--- config.mk ---
export PLATFORM = sky130hd
export DESIGN_NAME = alu_ctrl_fsm_flat
export DESIGN_NICKNAME = d
export VERILOG_FILES = /design/src/rtl/alu_ctrl_pkg.sv /design/src/rtl/alu_ctrl_fsm_if.sv /design/src/rtl/alu_ctrl_decode.sv /design/src/rtl/alu_ctrl_fsm.sv /design/src/flat_wrapper.sv
export SDC_FILE = /design/constraint.sdc
export NUM_CORES = 1
export LEC_CHECK = 0
export ABC_AREA = 1
export BUFFER_PORTS_ARGS = -buffer_cell sky130_fd_sc_hd__buf_2
export CAP_MARGIN = 0
export CORE_MARGIN = 8
export CORE_UTILIZATION = 42
export DETAILED_ROUTE_END_ITERATION = 16
export PLACE_DENSITY_LB_ADDON = 0.25
export SETUP_SLACK_MARGIN = 0.5
export SYNTH_ARGS = -nofsm -noshare
export SYNTH_HDL_FRONTEND = slang
export SYNTH_SLANG_ARGS = --single-unit
--- constraint.sdc ---
create_clock -name clk -period 1 [get_ports clk]
set_input_delay 0.15 -clock clk [delete_from_list [all_inputs] [get_ports clk]]
set_output_delay 0.15 -clock clk [all_outputs]
set_load 0.01 [all_outputs]
--- src/rtl/alu_ctrl_pkg.sv ---
// Shared types and constants for the ALU command sequencer.
// Optional feature macro: ALU_CTRL_CMD_CNT_EN (completed-command counter).
package alu_ctrl_pkg;

  localparam int REG_AW_DEFAULT = 3;  // 8-entry register file
  localparam int OP_W_DEFAULT   = 2;  // ALU op select width

  // Sequencer states; S_WAIT is the only idle state and must encode as 0.
  typedef enum logic [2:0] {
    S_WAIT  = 3'd0,
    S_GET_A,
    S_GET_B,
    S_EXEC,
    S_WRITE
  } state_t;

  // ALU op encodings, matching the datapath ALU.
  localparam logic [1:0] ALU_ADD = 2'b00;
  localparam logic [1:0] ALU_SUB = 2'b01;
  localparam logic [1:0] ALU_AND = 2'b10;
  localparam logic [1:0] ALU_MVN = 2'b11;

endpackage

--- src/rtl/alu_ctrl_fsm_if.sv ---
// Command handshake plus datapath control bundle for the ALU sequencer.
// master = instruction source side, slave = the sequencer.
interface alu_ctrl_fsm_if #(
  parameter int REG_AW = alu_ctrl_pkg::REG_AW_DEFAULT,
  parameter int OP_W   = alu_ctrl_pkg::OP_W_DEFAULT
);
  // command handshake
  logic              cmd_valid;
  logic              cmd_ready;
  logic [OP_W-1:0]   cmd_op;
  logic              cmd_wb;
  logic [REG_AW-1:0] cmd_rd;
  logic [REG_AW-1:0] cmd_rn;
  logic [REG_AW-1:0] cmd_rm;

  // datapath control
  logic [REG_AW-1:0] readnum;
  logic [REG_AW-1:0] writenum;
  logic              write;
  logic              loada;
  logic              loadb;
  logic              loadc;
  logic              loads;
  logic              asel;
  logic              bsel;
  logic              vsel;
  logic [OP_W-1:0]   ALUop;
  logic              busy;
  logic              done;

  modport master (
    output cmd_valid, cmd_op, cmd_wb, cmd_rd, cmd_rn, cmd_rm,
    input  cmd_ready, readnum, writenum, write, loada, loadb, loadc, loads,
    input  asel, bsel, vsel, ALUop, busy, done
  );

  modport slave (
    input  cmd_valid, cmd_op, cmd_wb, cmd_rd, cmd_rn, cmd_rm,
    output cmd_ready, readnum, writenum, write, loada, loadb, loadc, loads,
    output asel, bsel, vsel, ALUop, busy, done
  );
endinterface

--- src/rtl/alu_ctrl_decode.sv ---
// Moore output decode: state plus captured command -> datapath strobes.
// Purely combinational; never looks at the live cmd_* inputs.
module alu_ctrl_decode
  import alu_ctrl_pkg::*;
#(
  parameter int REG_AW = REG_AW_DEFAULT,
  parameter int OP_W   = OP_W_DEFAULT
) (
  input  state_t            state,
  input  logic [OP_W-1:0]   op_q,
  input  logic              wb_q,
  input  logic [REG_AW-1:0] rd_q,
  input  logic [REG_AW-1:0] rn_q,
  input  logic [REG_AW-1:0] rm_q,
  output logic              cmd_ready,
  output logic              busy,
  output logic              done,
  output logic [REG_AW-1:0] readnum,
  output logic [REG_AW-1:0] writenum,
  output logic [OP_W-1:0]   alu_op,
  output logic              write,
  output logic              loada,
  output logic              loadb,
  output logic              loadc,
  output logic              loads,
  output logic              asel,
  output logic              bsel,
  output logic              vsel
);

  // Per-state strobe decode; everything idles at 0 outside its own state.
  always_comb begin
    // NOTE: every output gets a default before the case so no path leaves one unassigned (no latch).
    cmd_ready = 1'b0;
    busy      = 1'b1;
    done      = 1'b0;
    readnum   = '0;
    writenum  = '0;
    alu_op    = '0;
    write     = 1'b0;
    loada     = 1'b0;
    loadb     = 1'b0;
    loadc     = 1'b0;
    loads     = 1'b0;
    asel      = 1'b0;  // operands always come from the register path
    bsel      = 1'b0;
    vsel      = 1'b0;  // write-back always takes C
    unique case (state)
      S_WAIT: begin
        cmd_ready = 1'b1;
        busy      = 1'b0;
      end
      S_GET_A: begin
        readnum = rn_q;
        loada   = 1'b1;
      end
      S_GET_B: begin
        readnum = rm_q;
        loadb   = 1'b1;
      end
      S_EXEC: begin
        alu_op = op_q;
        loadc  = 1'b1;
        loads  = 1'b1;
        done   = ~wb_q;  // compare-only commands finish here
      end
      S_WRITE: begin
        writenum = rd_q;
        write    = 1'b1;
        done     = 1'b1;
      end
      default: begin
        busy = 1'b0;
      end
    endcase
  end

endmodule

--- src/rtl/alu_ctrl_fsm.sv ---
// ALU command sequencer: accepts one register-register command per
// valid/ready handshake and steps it through read A, read B, execute and
// optional write-back.
// Optional feature macro: ALU_CTRL_CMD_CNT_EN adds cmd_cnt[15:0], a wrapping
// count of completed commands.
module alu_ctrl_fsm
  import alu_ctrl_pkg::*;
#(
  parameter int REG_AW = REG_AW_DEFAULT,
  parameter int OP_W   = OP_W_DEFAULT
) (
  input  logic          clk,
  input  logic          reset_n,
  alu_ctrl_fsm_if.slave bus
`ifdef ALU_CTRL_CMD_CNT_EN
  ,
  output logic [15:0]   cmd_cnt
`endif
);

  state_t            state;
  state_t            state_nx;
  logic [OP_W-1:0]   op_q;
  logic              wb_q;
  logic [REG_AW-1:0] rd_q;
  logic [REG_AW-1:0] rn_q;
  logic [REG_AW-1:0] rm_q;
  logic              accept;
  logic              done_w;

  assign accept = (state == S_WAIT) && bus.cmd_valid;

  // State register and command capture; reset abandons any command in flight.
  always_ff @(posedge clk) begin
    // NOTE: sequential state uses non-blocking assignments so every flop samples pre-edge values.
    if (!reset_n) begin
      // NOTE: the captured command is explicitly cleared so outputs never depend on stale fields.
      state <= S_WAIT;
      op_q  <= '0;
      wb_q  <= 1'b0;
      rd_q  <= '0;
      rn_q  <= '0;
      rm_q  <= '0;
    end else begin
      state <= state_nx;
      if (accept) begin
        op_q <= bus.cmd_op;
        wb_q <= bus.cmd_wb;
        rd_q <= bus.cmd_rd;
        rn_q <= bus.cmd_rn;
        rm_q <= bus.cmd_rm;
      end
    end
  end

  // Next-state logic; MVN skips the A fetch since it only uses B.
  always_comb begin
    state_nx = state;
    unique case (state)
      S_WAIT:  if (bus.cmd_valid)
                 state_nx = (bus.cmd_op == OP_W'(ALU_MVN)) ? S_GET_B : S_GET_A;
      S_GET_A: state_nx = S_GET_B;
      S_GET_B: state_nx = S_EXEC;
      S_EXEC:  state_nx = wb_q ? S_WRITE : S_WAIT;
      S_WRITE: state_nx = S_WAIT;
      default: state_nx = S_WAIT;
    endcase
  end

  alu_ctrl_decode #(
    .REG_AW (REG_AW),
    .OP_W   (OP_W)
  ) u_decode (
    .state     (state),
    .op_q      (op_q),
    .wb_q      (wb_q),
    .rd_q      (rd_q),
    .rn_q      (rn_q),
    .rm_q      (rm_q),
    .cmd_ready (bus.cmd_ready),
    .busy      (bus.busy),
    .done      (done_w),
    .readnum   (bus.readnum),
    .writenum  (bus.writenum),
    .alu_op    (bus.ALUop),
    .write     (bus.write),
    .loada     (bus.loada),
    .loadb     (bus.loadb),
    .loadc     (bus.loadc),
    .loads     (bus.loads),
    .asel      (bus.asel),
    .bsel      (bus.bsel),
    .vsel      (bus.vsel)
  );

  assign bus.done = done_w;

`ifdef ALU_CTRL_CMD_CNT_EN
  // Completed-command counter; wraps naturally at 16 bits.
  always_ff @(posedge clk) begin
    if (!reset_n) begin
      cmd_cnt <= '0;
    end else if (done_w) begin
      cmd_cnt <= cmd_cnt + 16'd1;
    end
  end
`endif

endmodule

--- src/flat_wrapper.sv ---
// flat-port wrapper written by rule: the top's interface ports become plain ports
module alu_ctrl_fsm_flat import alu_ctrl_pkg::*;
#(
  parameter int REG_AW = REG_AW_DEFAULT,
  parameter int OP_W   = OP_W_DEFAULT
)
  (clk, reset_n, bus_cmd_valid, bus_cmd_op, bus_cmd_wb, bus_cmd_rd, bus_cmd_rn, bus_cmd_rm, bus_cmd_ready, bus_readnum, bus_writenum, bus_write, bus_loada, bus_loadb, bus_loadc, bus_loads, bus_asel, bus_bsel, bus_vsel, bus_ALUop, bus_busy, bus_done);
  alu_ctrl_fsm_if #(.REG_AW(REG_AW), .OP_W(OP_W)) bus_i ();
  input  logic clk;
  input  logic reset_n;
  input wire logic [$bits(bus_i.cmd_valid)-1:0] bus_cmd_valid;
  input wire logic [$bits(bus_i.cmd_op)-1:0] bus_cmd_op;
  input wire logic [$bits(bus_i.cmd_wb)-1:0] bus_cmd_wb;
  input wire logic [$bits(bus_i.cmd_rd)-1:0] bus_cmd_rd;
  input wire logic [$bits(bus_i.cmd_rn)-1:0] bus_cmd_rn;
  input wire logic [$bits(bus_i.cmd_rm)-1:0] bus_cmd_rm;
  output wire logic [$bits(bus_i.cmd_ready)-1:0] bus_cmd_ready;
  output wire logic [$bits(bus_i.readnum)-1:0] bus_readnum;
  output wire logic [$bits(bus_i.writenum)-1:0] bus_writenum;
  output wire logic [$bits(bus_i.write)-1:0] bus_write;
  output wire logic [$bits(bus_i.loada)-1:0] bus_loada;
  output wire logic [$bits(bus_i.loadb)-1:0] bus_loadb;
  output wire logic [$bits(bus_i.loadc)-1:0] bus_loadc;
  output wire logic [$bits(bus_i.loads)-1:0] bus_loads;
  output wire logic [$bits(bus_i.asel)-1:0] bus_asel;
  output wire logic [$bits(bus_i.bsel)-1:0] bus_bsel;
  output wire logic [$bits(bus_i.vsel)-1:0] bus_vsel;
  output wire logic [$bits(bus_i.ALUop)-1:0] bus_ALUop;
  output wire logic [$bits(bus_i.busy)-1:0] bus_busy;
  output wire logic [$bits(bus_i.done)-1:0] bus_done;
  assign bus_i.cmd_valid = bus_cmd_valid;
  assign bus_i.cmd_op = bus_cmd_op;
  assign bus_i.cmd_wb = bus_cmd_wb;
  assign bus_i.cmd_rd = bus_cmd_rd;
  assign bus_i.cmd_rn = bus_cmd_rn;
  assign bus_i.cmd_rm = bus_cmd_rm;
  assign bus_cmd_ready = bus_i.cmd_ready;
  assign bus_readnum = bus_i.readnum;
  assign bus_writenum = bus_i.writenum;
  assign bus_write = bus_i.write;
  assign bus_loada = bus_i.loada;
  assign bus_loadb = bus_i.loadb;
  assign bus_loadc = bus_i.loadc;
  assign bus_loads = bus_i.loads;
  assign bus_asel = bus_i.asel;
  assign bus_bsel = bus_i.bsel;
  assign bus_vsel = bus_i.vsel;
  assign bus_ALUop = bus_i.ALUop;
  assign bus_busy = bus_i.busy;
  assign bus_done = bus_i.done;
  alu_ctrl_fsm #(.REG_AW(REG_AW), .OP_W(OP_W)) u_core (.clk(clk), .reset_n(reset_n), .bus(bus_i));
endmodule
## After elaboration in Yosys (flattened, before gate mapping)

Cells that the tools add are included.

- Bits in registers: 15
- Bits of input ports: 15
- Output and inout port bits: 19
- Word-level logic and storage cells: 30

- Equality and inequality tests: 6
- Multiplexer cells: 14
- Bitwise operators: 1
- Reduce and logical (&&, ||, !) cells: 3

Operator list:

| operator | count |
|---|---|
| 3-bit one-hot mux with 4 select lines | 1 |
| 3-bit 2-to-1 mux | 3 |
| 3-bit by 2-bit == test with 1-bit output, second input constant | 2 |
| 1-bit 2-to-1 mux | 6 |
| 3-bit one-hot mux with 2 select lines | 1 |
| 2-bit 2-to-1 mux | 2 |
| 4-bit OR reduction | 1 |
| 3-bit by 1-bit == test with 1-bit output, second input constant | 1 |
| 3-bit == test, second input constant | 1 |
| 3-bit zero test | 1 |
| 2-bit == test, second input constant | 1 |
| 2-bit != test, second input constant | 1 |
| 1-bit one-hot mux with 2 select lines | 1 |
| 1-bit logical AND | 1 |
| 1-bit NOT | 1 |

## Longest topological paths before layout

- Depth after elaboration: 4
- Gate-level depth with buffers: 6
- Gate-level depth less buffers: 5

## Cells and area by module

Synthesis repeated with hierarchy kept, for this count alone.

- Cells, all modules: 136
- Area, all modules: 884.6 um^2

Modules (own cells, without submodules):

| module | times used | cells each | area each (um^2) | seq. area each (um^2) |
|---|---|---|---|---|
| alu_ctrl_fsm | 1 | 94 | 678.2 | 300.3 |
| alu_ctrl_decode | 1 | 42 | 206.4 | 0.0 |

## Worst setup path before layout

Ideal clock, no wire load.

- Kind: reg-to-output
- Start: reg u_core.state[2]
- End: out bus_loads
- Arrival: 0.964 ns
- Data required time: 0.850 ns
- Setup slack: -0.114 ns
- Stages on the path, launching flop included: 5
- Buffers on the path: 1
- Path through: dfxtp_1 -> clkinv_1 -> nand3_1 -> inv_1 -> buf_4

- Longest elaborated chain between the ends: 2

RTL lines:

| what | RTL line | RTL |
|---|---|---|
| start, declared | alu_ctrl_fsm.sv:21 | `state_t state;` |
| start signal, assigned | alu_ctrl_fsm.sv:45 | `state <= state_nx;` |
| 3-bit by 2-bit == test with 1-bit output | n/a |  |
| 1-bit 2-to-1 mux | n/a |  |
| end, declared | flat_wrapper.sv:24 | `output wire logic [$bits(bus_i.loads)-1:0] bus_loads;` |

No other way between the ends.

## Worst setup path after layout

- Start: reg u_core.state[0]
- End: out bus_readnum[2]

- Longest elaborated chain between the ends: 2
- Elaborated cells on any way between the ends: 3
- Those cells by class: eq/ne: 2; mux: 1

RTL lines:

| what | RTL line | RTL |
|---|---|---|
| 3-bit by 2-bit == test with 1-bit output / 3-bit by 1-bit == test with 1-bit output (equally long branches) | alu_ctrl_decode.sv:48 | `unique case (state)` |
| 3-bit one-hot mux with 2 select lines (*) | alu_ctrl_decode.sv:48 |  |
| end, declared | flat_wrapper.sv:18 | `output wire logic [$bits(bus_i.readnum)-1:0] bus_readnum;` |

Mark *: on every way between the ends. The rest lies on a longest branch, timed or not.

==> results.md <==
- Unrepaired setup endpoints after global routing: true
- Initial core utilization: 44.9%
- Final nets: 204
- Via Count: 1,009
- Setup TNS: -8.62 ns
- Outcome: finished, violations left
- Hold Path Class: input pin to register
- Clk_skew: 0.0224 ns
- Critical path's slowest cell: dfxtp_4
- Die Ht: 61.8 um
- I/O Pins: 34
- Longest Clk Path Bufs: 2
- Crit-path max FO: 6
- Port Buffers: 30
- FP Rows: 16
- Die Width: 61.8 um
- Minimum clock period: 1.39 ns
- Final ANT Viol Nets: 0
- Library cells used by synthesis: 18
- Worst setup startpoint: u_core.state[0]
- GRT Util Overall: 16.3%
- CP required: 0.85 ns
- Clock Sinks: 15
- Final Hold Fails: 0
- Layout area overhead: 63.5%
- CP arrival: 1.24 ns
- Min-Delay Startpoint: bus_cmd_rn[0]
- # diodes: 0
- CTS tree: done
- CP endpoint kind: primary output
- Largest net degree at the start of global routing: 15
- Final slew viol count: 0
- Number of hold buffers added after cts: 0
- Critical Path Start Type: register
- Vias in the first global route: 983
- WL/cell: 13.5 um
- Maximum clock rate: 721 MHz
- Failing checks: negative setup slack
- Drt first pass iters: 4
- Antenna violations before repair: 0
- CP cell instances: inv_1 > nand3_4 > o22ai_2 > buf_2
- Via/cell ratio: 4.69
- Global placer's final weighted congestion: 0.841
- DRC: 0
- Routed wire length: 2.90 mm
- Synth Instances: 144
- Seq/Total Area, Yosys: 34.1%
- Final Cycle Share: 139%
- Final worst setup slack: -0.387 ns
- Leakage: 0.801 nW
- Crit path largest cell delay: 0.40 ns
- Clk_lat worst skew: 0.30 ns
- Syn Area/Cell: 6.12 um2
- Final setup vio count: 31
- Root Buffer: clkbuf_4
- Dpl cells: 201
- Reg clk slew, reported paths: 0.11 ns
- CTS buffer count: 3
- Synthesis Warnings: 0
- GR Overflow Total: 0
- Mapped Area: 881 um2
- H-tree levels: 1
- Die Footprint: 3820 um2
- Dpl hpwl: 1.70 mm
- Layout cells sized above 1: 47.3%
- CORE AREA: 1960 um2
- Layout Cells excl Fill: 215
- Max cap viols: 0
- Peak VDD IR: 866 uV
- Critical path type: register to primary output
- Yosys reg bits: 15
- Starting DRT DRC Count: 47
- Largest delay share family, worst path: flip-flops
- Buf/Inv on CP: 2
- Reg2reg start: u_core.state[1]
- First-pass GRT wire length: 4.55 mm
- Pwr/cell area: 1330 nW/um2
==> through the flow <==
stage | worst slack, ns | util [%] | hold WS, ns | instance area [um2] | total power [mW]
2_1_floorplan | 0.0284 | - | 0.275 | 992 | 1.12
6_report | -0.387 | 73.4 | 0.164 | 1440 | 1.92
4_1_cts | -0.369 | 70.9 | 0.165 | 1390 | 1.83
5_1_grt | -0.443 | 73.4 | 0.175 | 1440 | 2.04
3_5_place_dp | -0.0757 | 59.1 | 0.453 | 1160 | 1.26
3_3_place_gp | -0.0421 | 59.1 | 0.455 | 1160 | 1.25
==> registers in the layout, summed over array words and instances, names as in the netlist <==
signal	flops
u_core.state	3
u_core.op_q	2
u_core.rm_q	3
u_core.rd_q	3
u_core.rn_q	3
u_core.wb_q	1
==> worst paths after layout <==
check | end | slack, ns | cells past startpoint
setup reg to reg | u_core.wb_q | -0.30 | 8
hold / removal | u_core.rn_q[0] | 0.16 | 5
hold reg to reg | u_core.state[2] | 0.50 | 2
setup / recovery | bus_readnum[2] | -0.39 | 4
==> cell usage in the layout (no fill, tap or decap) <==
| cell | Yosys | layout |
|---|---|---|
| buf_12 | 0 | 1 |
| buf_16 | 0 | 1 |
| buf_2 | 2 | 23 |
| buf_4 | 5 | 8 |
| buf_6 | 1 | 11 |
| buf_8 | 0 | 2 |
| clkbuf_4 | 0 | 3 |
| clkinv_2 | 0 | 1 |
| clkinv_8 | 0 | 1 |
| conb_1 | 1 | 3 |
| dfxtp_1 | 15 | 12 |
| dfxtp_4 | 0 | 3 |
| inv_1 | 44 | 35 |
| inv_2 | 0 | 9 |
| nand2_1 | 28 | 21 |
| nand2_2 | 0 | 6 |
| nand2_4 | 0 | 1 |
| nand3_2 | 1 | 2 |
| nand3_4 | 0 | 5 |
| nand4_1 | 13 | 13 |
| nor2_1 | 19 | 13 |
| nor2_2 | 0 | 3 |
| nor2_4 | 1 | 4 |
| nor3_1 | 1 | 1 |
| nor3b_2 | 0 | 1 |
| o21ai_1 | 0 | 1 |
| o21ai_2 | 0 | 1 |
| o22ai_2 | 0 | 3 |
==> synth_stat cells (all sizes together) <==
master,instances,area share [%]
buf,8,6.7
clkbuf,1,0.43
clkinv,1,0.43
conb,1,0.43
dfxtp,15,34
inv,44,19
nand2,28,12
nand3,6,4.0
nand4,13,9.2
nor2,20,9.4
nor3,1,0.57
nor3b,1,0.85
o21ai,2,1.1
o22ai,3,2.1
==> repair_timing <==
action / CTS / global route
gates cloned: 2 / 0
endpoints found under the setup margin: 31 / 31
pin swaps: 12 / 13
buffers inserted: 6 / 2
gates resized for setup: 23 / 16
==> metal layers <==
layer  share of wire (%)  vias up  global-route usage (%)
li1                    -      510                       -
met1                  41      455                    17.2
met2                  50       36                    29.0
met3                 6.0        8                    3.70
met4                 3.2        0                    9.09
met5                   0        -                       0
==> cells by family (layout without fill, tap and decap cells) <==
logic type	after synthesis	count (layout)	share of synthesized area [%]
AND/OR/NAND/NOR	69	70	35.9
buffers and inverters	54	95	26.3
flip-flops	15	15	34.1
AO/OA/AOI/OAI	5	5	3.27
other	1	3	0.426
==> where the power goes <==
group | leakage (nW) | internal [mW] | switching, mW
clock | 0.0177 | 0.149 | 0.220
sequential | 0.126 | 0.667 | 0.0440
combinational | 0.657 | 0.400 | 0.436
total | 0.801 | 1.22 | 0.700
==> worst reg2reg max path: cells and delay by family, from the launching register on <==
family	cells	cell delay, ns
AND/OR/NAND/NOR	4	0.46
flip-flops	1	0.39
buffers and inverters	4	0.37
==> final cells by class <==
class | count | area [um2]
inverter | 45 | 181
clock buffer | 3 | 22.5
sequential | 15 | 312
multi-input combinational | 78 | 509
fill | 147 | 522
clock inverter | 1 | 5.00
timing repair buffer | 46 | 377
tap | 27 | 33.8
Power figures use the tool's default switching activity.
